### config.mk
export PLATFORM = sky130hd
export DESIGN_NAME = ram_arbiter
export DESIGN_NICKNAME = d
export VERILOG_FILES = /design/src/rtl/ram_arbiter.sv
export SDC_FILE = /design/constraint.sdc
export NUM_CORES = 1
export LEC_CHECK = 0
export BUFFER_PORTS_ARGS = -buffer_cell sky130_fd_sc_hd__buf_2
export CORE_ASPECT_RATIO = 0.5
export CORE_MARGIN = 2
export CORE_UTILIZATION = 42
export CTS_CLUSTER_DIAMETER = 200
export DETAILED_ROUTE_END_ITERATION = 10
export PLACE_DENSITY = 0.78
export SLEW_MARGIN = 25
export SYNTH_ARGS = -nofsm -noshare
export SYNTH_HDL_FRONTEND = slang
export SYNTH_SLANG_ARGS = --single-unit
export TNS_END_PERCENT = 10
### constraint.sdc
create_clock -name clock -period 1.73 [get_ports clock]
set_input_delay 0.346 -clock clock [delete_from_list [all_inputs] [get_ports clock]]
set_output_delay 0.346 -clock clock [all_outputs]
set_load 0.02 [all_outputs]
### src/rtl/ram_arbiter.sv
// Round-robin arbiter between instruction fetch and load/store for a single-port RAM
// with one-cycle read latency; sub-word stores are done as read-modify-write.
module ram_arbiter #(
  parameter int n  = 32,
  parameter int AW = 9
) (
  input  logic          clock,
  input  logic          nReset,
  input  logic          ifReq,
  input  logic [AW-1:0] ifAddr,
  output logic          ifAck,
  output logic [n-1:0]  ifData,
  input  logic          dReq,
  input  logic          dWe,
  input  logic [1:0]    dSize,
  input  logic [1:0]    dOff,
  input  logic [AW-1:0] dAddr,
  input  logic [n-1:0]  dWData,
  output logic          dAck,
  output logic          dErr,
  output logic [n-1:0]  dRData,
  output logic          ramR,
  output logic          ramW,
  output logic [AW-1:0] ramAddr,
  output logic [n-1:0]  ramDataW,
  input  logic [n-1:0]  ramDataR
);

  typedef enum logic [3:0] {
    IDLE, I_RD, I_RSP, D_RD, D_RSP, D_WR, M_RD, M_WR, ERR
  } state_t;

  state_t        state_q, state_d;
  logic [AW-1:0] addr_q, addr_d;
  logic [n-1:0]  wData_q, wData_d;
  logic [1:0]    size_q, size_d;
  logic [1:0]    off_q, off_d;
  logic          lastFetch_q, lastFetch_d;

  logic          grantData, grantFetch, dMisaligned;
  logic [n-1:0]  merged;

  // lastFetch_q = 1 means fetch won the previous grant, so data wins the next tie.
  assign grantData   = dReq && (!ifReq || lastFetch_q);
  assign grantFetch  = ifReq && !grantData;
  assign dMisaligned = dWe && (((dSize == 2'b01) && dOff[0]) ||
                               (dSize[1] && (dOff != 2'b00)));

  always_ff @(posedge clock or negedge nReset) begin
    if (!nReset) begin
      state_q     <= IDLE;
      addr_q      <= '0;
      wData_q     <= '0;
      size_q      <= '0;
      off_q       <= '0;
      lastFetch_q <= 1'b1;
    end else begin
      state_q     <= state_d;
      addr_q      <= addr_d;
      wData_q     <= wData_d;
      size_q      <= size_d;
      off_q       <= off_d;
      lastFetch_q <= lastFetch_d;
    end
  end

  // Store lanes into the word read back during M_RD.
  always_comb begin
    merged = ramDataR;
    if (size_q == 2'b00) begin
      case (off_q)
        2'd0:    merged[7:0]   = wData_q[7:0];
        2'd1:    merged[15:8]  = wData_q[7:0];
        2'd2:    merged[23:16] = wData_q[7:0];
        default: merged[31:24] = wData_q[7:0];
      endcase
    end else if (off_q[1]) begin
      merged[31:16] = wData_q[15:0];
    end else begin
      merged[15:0] = wData_q[15:0];
    end
  end

  always_comb begin
    state_d     = state_q;
    addr_d      = addr_q;
    wData_d     = wData_q;
    size_d      = size_q;
    off_d       = off_q;
    lastFetch_d = lastFetch_q;
    ifAck       = 1'b0;
    ifData      = '0;
    dAck        = 1'b0;
    dErr        = 1'b0;
    dRData      = '0;
    ramR        = 1'b0;
    ramW        = 1'b0;
    ramAddr     = '0;
    ramDataW    = '0;

    case (state_q)
      IDLE: begin
        if (grantFetch) begin
          addr_d      = ifAddr;
          lastFetch_d = 1'b1;
          state_d     = I_RD;
        end else if (grantData) begin
          addr_d      = dAddr;
          wData_d     = dWData;
          size_d      = dSize;
          off_d       = dOff;
          lastFetch_d = 1'b0;
          if (!dWe)             state_d = D_RD;
          else if (dMisaligned) state_d = ERR;
          else if (dSize[1])    state_d = D_WR;
          else                  state_d = M_RD;
        end
      end
      I_RD: begin
        ramR    = 1'b1;
        ramAddr = addr_q;
        state_d = I_RSP;
      end
      I_RSP: begin
        ifAck   = 1'b1;
        ifData  = ramDataR;
        state_d = IDLE;
      end
      D_RD: begin
        ramR    = 1'b1;
        ramAddr = addr_q;
        state_d = D_RSP;
      end
      D_RSP: begin
        dAck    = 1'b1;
        dRData  = ramDataR;
        state_d = IDLE;
      end
      D_WR: begin
        ramW     = 1'b1;
        ramAddr  = addr_q;
        ramDataW = wData_q;
        dAck     = 1'b1;
        state_d  = IDLE;
      end
      M_RD: begin
        ramR    = 1'b1;
        ramAddr = addr_q;
        state_d = M_WR;
      end
      M_WR: begin
        ramW     = 1'b1;
        ramAddr  = addr_q;
        ramDataW = merged;
        dAck     = 1'b1;
        state_d  = IDLE;
      end
      ERR: begin
        dAck    = 1'b1;
        dErr    = 1'b1;
        state_d = IDLE;
      end
      default: state_d = IDLE;
    endcase
  end

endmodule

After elaboration in Yosys (flattened, before gate mapping). Cells that the tools add are included.

Word-level logic and storage cells: 66. Bits in registers: 50. Bits of input ports: 91.

Bitwise gates (word level): 1. Muxes and demuxes: 26. Reductions and logical operators: 21. Equal/unequal tests: 12.

Operators with widths (count): $mux W32 (3); $pmux W32 S2 (1); $mux W16 (2); $mux W8 (4); $mux W9 (3); $eq A4 B3 Y1 const B (4); $mux W4 (4); $pmux W4 S4 (1); $eq A4 B2 Y1 const B (2); $mux W1 (7); $reduce_or A3 Y1 (2); $logic_and A1 B1 Y1 (5); $reduce_or A5 Y1 (1); $eq A2 B1 Y1 const B (2); $eq A4 B1 Y1 const B (1); $eq A4 B4 Y1 const B (1); $logic_not A2 Y1 (2); $logic_not A4 Y1 (1); $reduce_bool A2 Y1 (2); $reduce_or A4 Y1 (1); $ne A3 B3 Y1 const B (1); $reduce_and A3 Y1 (1); $eq A2 B2 Y1 const B (1); $logic_not A1 Y1 (2); other kinds (5) (6).

Longest topological paths before layout. Gate-level depths: netlist of run 1.

Word-level depth: 9. Depth in mapped cells: 6. Depth with buffers taken out: 4.

Worst setup path before layout of run 1. OpenSTA, ideal clock, no wires.

Kind: reg2out. From: register size_q[1]. To: output port ramDataW[28]. Path slack: -401 ps. Path buffers: 2. Stages on the path, launching flop included: 7. Data arrival time: 1785 ps. Required time: 1384 ps. Path through: dfrtp_1 or2_2 clkbuf_1 clkbuf_1 o2111ai_1 o21ai_0 a211oi_1.

Cells in the longest elaborated chain, start to end: 3.

Ends and longest elaborated chain: from (decl) (line 36) `logic [1:0] size_q, size_d;`; from (signal assigned) (line 61) `size_q <= size_d;`; $logic_not A2 Y1 (line 70) `if (size_q == 2'b00) begin`; $mux W32 (line 70); $pmux W32 S2 (line 101) `case (state_q)`; to (decl) (line 25) `output logic [n-1:0] ramDataW,`.

Every way passes these cells.

Worst setup path in the final report of run 1.
From: register off_q[0]. To: output port ramDataW[19].

Cells in the longest elaborated chain, start to end: 4.

Ends and longest elaborated chain: from (decl) (line 37) `logic [1:0] off_q, off_d;`; from (signal assigned) (line 55) `off_q <= '0;`; from (signal assigned) (line 62) `off_q <= off_d;`; $eq A2 B2 Y1 (line 71) `case (off_q)`; $mux W8 (line 71); $mux W32 (line 70); $pmux W32 S2 (line 101).

Every way passes these cells.

==> results of run 1 <==
[timing repair]
action                     in CTS  in global routing
pin swaps                      11                 13
hold endpoints to repair       13                  0
gates resized for setup       167                 63
setup buffers                   4                  3
setup endpoints to repair     110                125
gates cloned                    0                  2
hold buffers                    1                  0
[flip-flops by register name, summed over array words and instances (netlist names)]
register     cells
addr_q           9
lastFetch_q      1
off_q            2
size_q           2
state_q          4
wData_q         32
[metrics by stage]
step           instances  worst slack (ns)  power (mW)
2_1_floorplan        431           -0.1354       6.369
3_3_place_gp         754           -0.1661       7.978
3_5_place_dp         754           -0.1873       8.133
4_1_cts              767           -0.3781       9.933
5_1_grt              772           -0.5338       11.20
6_report             772           -0.4713       10.73
[cell usage in the layout, fill, tap and decap left out, types with 13 or more instances in the layout]
| master | instances |
|---|---|
| mux2i_1 | 16 |
| buf_2 | 98 |
| buf_12 | 14 |
| mux2_4 | 29 |
| buf_4 | 81 |
| and2_1 | 47 |
| buf_6 | 56 |
| a21oi_1 | 13 |
| nor2_1 | 23 |
| nand2_1 | 31 |
| mux2_2 | 15 |
| dfrtp_1 | 45 |
[worst max-delay path: stages, from the launching register on]
cell	delay [ns]
dfrtp_1	0.43
nor3b_4	0.18
buf_6	0.13
nor2_4	0.16
buf_12	0.14
nand2_1	0.06
a311oi_2	0.27
buf_4	0.19
[layer usage]
layer  vias to the layer above  routed length (um)  global-route usage
met2                       272                7555              0.4755
met4                         0                 831              0.1639
met1                      2156                6217              0.3411
met5                         -                   0                   0
met3                        76                1279             0.06818
li1                       1983                   -                   -
[worst max path at each step]
stage / start / to / slack, ns / depth (start not counted)
2_1_floorplan: state_q[3] / ramDataW[21] / -0.14 / 4
3_5_place_dp: size_q[1] / ramDataW[10] / -0.19 / 5
3_3_place_gp: size_q[1] / ramDataW[10] / -0.17 / 5
4_1_cts: off_q[0] / ramDataW[16] / -0.38 / 6
6_report: off_q[0] / ramDataW[19] / -0.47 / 7
5_1_grt: off_q[0] / ramDataW[22] / -0.53 / 7
[logic make-up after synthesis]
logic type / after synthesis / share of synthesized area
buffers and inverters: 48 / 0.05988
AO/OA/AOI/OAI: 82 / 0.1383
flip-flops: 50 / 0.3257
multiplexers: 61 / 0.2014
AND/OR/NAND/NOR: 189 / 0.2724
XOR/XNOR: 1 / 0.002278
[layout make-up]
class | instances | area, um^2
Multi-Input combinational cell | 334 | 3000
Fill cell | 509 | 2118
Timing Repair Buffer | 252 | 2059
Sequential cell | 50 | 1257
Clock buffer | 8 | 166.4
Tap cell | 117 | 146.4
Inverter | 11 | 50.05
[power by group through the flow]
stage | combinational, mW | sequential (mW) | clock [mW]
after floorplan | 4.28 | 2.09 | 0
final | 7.07 | 2.56 | 1.10
after detailed placement | 5.74 | 2.39 | 0
after global routing | 7.45 | 2.59 | 1.16
after global placement | 5.60 | 2.37 | 0
after CTS | 6.42 | 2.41 | 1.11
==> results.toml, run 1 <==
[run_status]
status = "complete, but fails checks"
violations = "negative setup slack"

[worst_setup_path]
arrival_ns = 1.86
startpoint_type = "flip-flop"
r2r_setup_slack_ns = 0.03
rr_endpoint = "wData_q[22]"
critPathKind = "reg2out"
critPathMaxFanout = 7
worstPathRequired_ns = 1.38
worstRegToRegCells = 5
r2r-start = "state_q[2]"
cp-end-kind = "output port"

[die]
die_h_um = 71.66
die-area_um2 = 9982
die_w_um = 139.3
rows = 24
core-area_um2 = 8798
ios = 201
initial_core_util = 0.4370

[pwr]
internal-power_mw = 5.787
p_leak_nw = 3.101
power_density_nw_per_um2 = 1606
max-vdd-ir-drop_mv = 0.7891
p_comb_frac = 0.659
pwr-share-seq = 0.238
clockPowerShare = 0.103
power.switching_mw = 4.940
swShare = 0.4605

[cells_and_area]
areaGrowthSynthToFinish_pct = 73.74
drive_gt1_frac = 0.6244
num_antenna_cells = 0
fin_nets = 745
fin_area_um2 = 6680
final_util = 0.7592

[cts]
clock_latency_ns = 0.30
cts_buffer_depth = 2
clkTransAtPathRegs_ns = 0.07
numCtsBuffers = 5
cts_tree = "done"
cts_num_sinks = 50
htreeDepth = 2
cts-root-buf = "clkbuf_16"

[grt]
first_global_vias = 4333
grt_max_degree = 30
antenna_found_initial = 0
grt_first_pass_wirelength_mm = 22.40
grt-ovfl-total = 0
grt_usage = 0.2838

[sta]
min_period_ns = 2.201
finalSetupViolations = 109
slew_viol_final = 0
rsz0062_at_grt = "yes"
setup_slack_ns = -0.4713
hold_violations = 0
max_slew.worst_pin.slew_ns = 0.4240
maxSlewHeadroom = 0.7163
fin_crit_sh = 1.272
max_freq_mhz = 454.3
whs_ns = 0.2742
fin_tns_setup_ns = -26.77
fin_skew_ns = 0.007991

[logic_synthesis]
yosysSeqAreaShare = 0.3257
synth_area_um2 = 3845
synth_async_sr_flop_share = 1.000
avgSynthCellArea_um2 = 8.921
synth_commonest_cells = "and2_1 (58), dfrtp_1 (49), nand2_1 (44)"
synth.distinct_cells = 43
synthTopCellsByArea = "dfrtp_1 (32%), mux2_4 (11%), and2_1 (9.4%)"
ys_ff_latch = 50
synth_top_area_frac = 0.3189
yosysMostFrequentCell = "and2_1"
yosysTopAreaCell = "dfrtp_1"
ys_warn_count = 0
synth_fp_nets = 522
syn_inst = 431
synth_edf_count = 0
synthFlopType = "dfrtp_1"

[drt]
route.detailed.drc = 0
post_drt_wl_per_cell_um = 20.58
routed_via_density = 5.812
first_iter_violations = 398
ant_nets = 0
drt-total-wl_mm = 15.88
vias = 4487
dr.pass1.iters = 4

[worst_hold_path]
hold_class = "in2reg"
hold_depth = 2
min_to = "wData_q[27]"
min_from = "dWData[27]"

[placed_design]
dpl.hpwl_mm = 9.735
gp_congestion = 0.8932
port_buffers = 200
dpl_cell_area_um2 = 5673

[run]
max-cap-violations = 0
Note: power is estimated with default switching activity, not from simulation.
==> inputs of run 2 (changes only) <==
- REMOVE_ABC_BUFFERS: default -> 1
==> run 2 against run 1 <==
Against the previous run: the run still ends with negative setup slack left; via count about the same; non-clock buffer count unchanged; critical path depth decreased by 1; routed wire length decreased by 3.9%; sequential share of layout area increased by 1.2 points; fmax decreased by 1.6%; worst hold slack got worse by 0.27 ns; highest routed layer unchanged.
==> results.toml, run 2 (synthesis results as in run 1) <==
[sta]
maxSlewHeadroom = 0.6730
finalSetupViolations = 131
min_period_ns = 2.237
rsz0062_at_grt = "yes"
max_freq_mhz = 447.0
slew_viol_final = 0
fin_tns_setup_ns = -29.99
max_slew.worst_pin.slew_ns = 0.4905
setup_slack_ns = -0.5073
hold_violations = 0
fin_skew_ns = 0.005611
fin_crit_sh = 1.293

[grt]
grt_max_degree = 32
grt-ovfl-total = 0
grt_first_pass_wirelength_mm = 20.73
first_global_vias = 4059
antenna_found_initial = 0
grt_usage = 0.2607

[cts]
cts_buffer_depth = 2
ctsHoldBuffers = 0
numCtsBuffers = 5
cts_num_sinks = 50
cts-root-buf = "clkbuf_16"
cts_tree = "done"
clock_latency_ns = 0.30
htreeDepth = 2
clkTransAtPathRegs_ns = 0.07

[worst_setup_path]
r2r-start = "state_q[2]"
worstPathRequired_ns = 1.38
cp-end-kind = "output port"
critPathMaxFanout = 6
cp_top_family = "simple AND/OR/NAND/NOR gates"
critPathKind = "reg2out"
arrival_ns = 1.89
startpoint_type = "flip-flop"
worstRegToRegCells = 5
rr_endpoint = "wData_q[18]"
crit_path_top_delay_cell = "dfrtp_1"
cpMostUsedCell = "buf_4"
critPathBufInv = 2
r2r_setup_slack_ns = -0.02
slowest_delay_ns = 0.43
worstPathCellList = "or2_4 -> nor2_4 -> buf_4 -> nand2_1 -> a31oi_1 -> buf_4"

[pwr]
power.switching_mw = 4.643
max-vdd-ir-drop_mv = 0.7699
internal-power_mw = 5.676
swShare = 0.4499
finalPower_mw = 10.32
power_density_nw_per_um2 = 1650
clockPowerShare = 0.111
p_leak_nw = 3.013
pwr-share-seq = 0.238
p_comb_frac = 0.651

[drt]
drt-total-wl_mm = 15.26
route.detailed.drc = 0
vias = 4491
dr.pass1.iters = 5
first_iter_violations = 410
routed_via_density = 5.825
post_drt_wl_per_cell_um = 19.80
ant_nets = 0

[run]
max-cap-violations = 0

[cells_and_area]
areaGrowthSynthToFinish_pct = 62.61
largest_reg_flops = 32
regMostFlops = "wData_q"
layout_common_cells = "buf_2 (115), buf_4 (92), and2_1 (54)"
final_cells = 771
final_util = 0.7106
drive_gt1_frac = 0.5780
fin_nets = 744
top_regs = "wData_q: 32 flops, addr_q: 9 flops, state_q: 4 flops"
num_antenna_cells = 0
layout_commonest_cell = "buf_2"

[die]
core-area_um2 = 8798
die_h_um = 71.66
die_w_um = 139.3
initial_core_util = 0.4370
rows = 24
die-area_um2 = 9982
ios = 201

[placed_design]
gp_congestion = 0.9497
dpl.hpwl_mm = 9.483
port_buffers = 200
dp.cells = 756
pre_cts_ws_ns = -0.1752

[run_status]
status = "complete, but fails checks"
violations = "negative setup slack"

[worst_hold_path]
hold_class = "in2async"
## run 2: cell types whose count changed in the layout (fill, tap and decap cells not counted), moves of 7 or more
cell      change
buf_6        -19
buf_2        +17
buf_4        +11
o21ai_1      +10
o21ai_2       -9
a31oi_1       +8
buf_12        -8
a211oi_4      -7
a31oi_2       -7
and2_1        +7
and2_4        -7
## run 2: power by group through the flow
stage          Sequential [mW]  Clock (mW)  Combinational (mW)
3_3_place_gp              2.32           0                5.13
3_5_place_dp              2.35           0                5.24
2_1_floorplan             2.32           0                3.21
4_1_cts                   2.35        1.16                5.90
5_1_grt                   2.50        1.21                7.08
6_report                  2.45        1.15                6.72
## run 2: layer usage
metal	wire length, um	track usage	vias to the layer above	share of wire
met3	1397	0.05348	66	0.092
met2	7356	0.4690	344	0.48
met4	620	0.07856	0	0.041
met1	5888	0.3213	2097	0.39
li1	-	-	1984	-
met5	0	0	-	0
## run 2: cell type report
type / count / area, um^2
Multi-Input combinational cell: 333 / 2791
Timing Repair Buffer: 252 / 1843
Sequential cell: 50 / 1255
Clock inverter: 3 / 45.04
Clock buffer: 5 / 125.1
Fill cell: 552 / 2546
Inverter: 11 / 46.29
Tap cell: 117 / 146.4
## run 2: worst max-delay path by stage
stage               depth (start not counted)  startpoint           end
floorplan                                   3  state_q[1]     ifData[0]
global placement                            6   size_q[1]  ramDataW[26]
detailed placement                          6   size_q[1]  ramDataW[31]
CTS                                         6   size_q[0]  ramDataW[19]
global route                                6   size_q[0]  ramDataW[12]
finish                                      6   size_q[0]  ramDataW[12]
## run 2: through the flow
stage                     hold slack, ns  instance area [um^2]
after floorplan                  0.05041                  3656
after CTS                        0.01935                  5797
final                           0.004859                  6252
after global routing             0.03609                  6252
after global placement            0.3243                  5223
after detailed placement          0.3342                  5223
## run 2: worst register-to-register path: stages (launching register included)
cell     delay [ns]
dfrtp_1        0.43
buf_12         0.19
nor4_4         0.34
nand3_4        0.15
buf_12         0.20
mux2_4         0.32
## run 2: timing repair
action | 4_1_cts | 5_1_grt
pin swaps | 22 | 23
resized for setup | 122 | 107
gates cloned | 1 | 1
endpoints found under the setup margin | 110 | 154
buffers inserted | 2 | 4
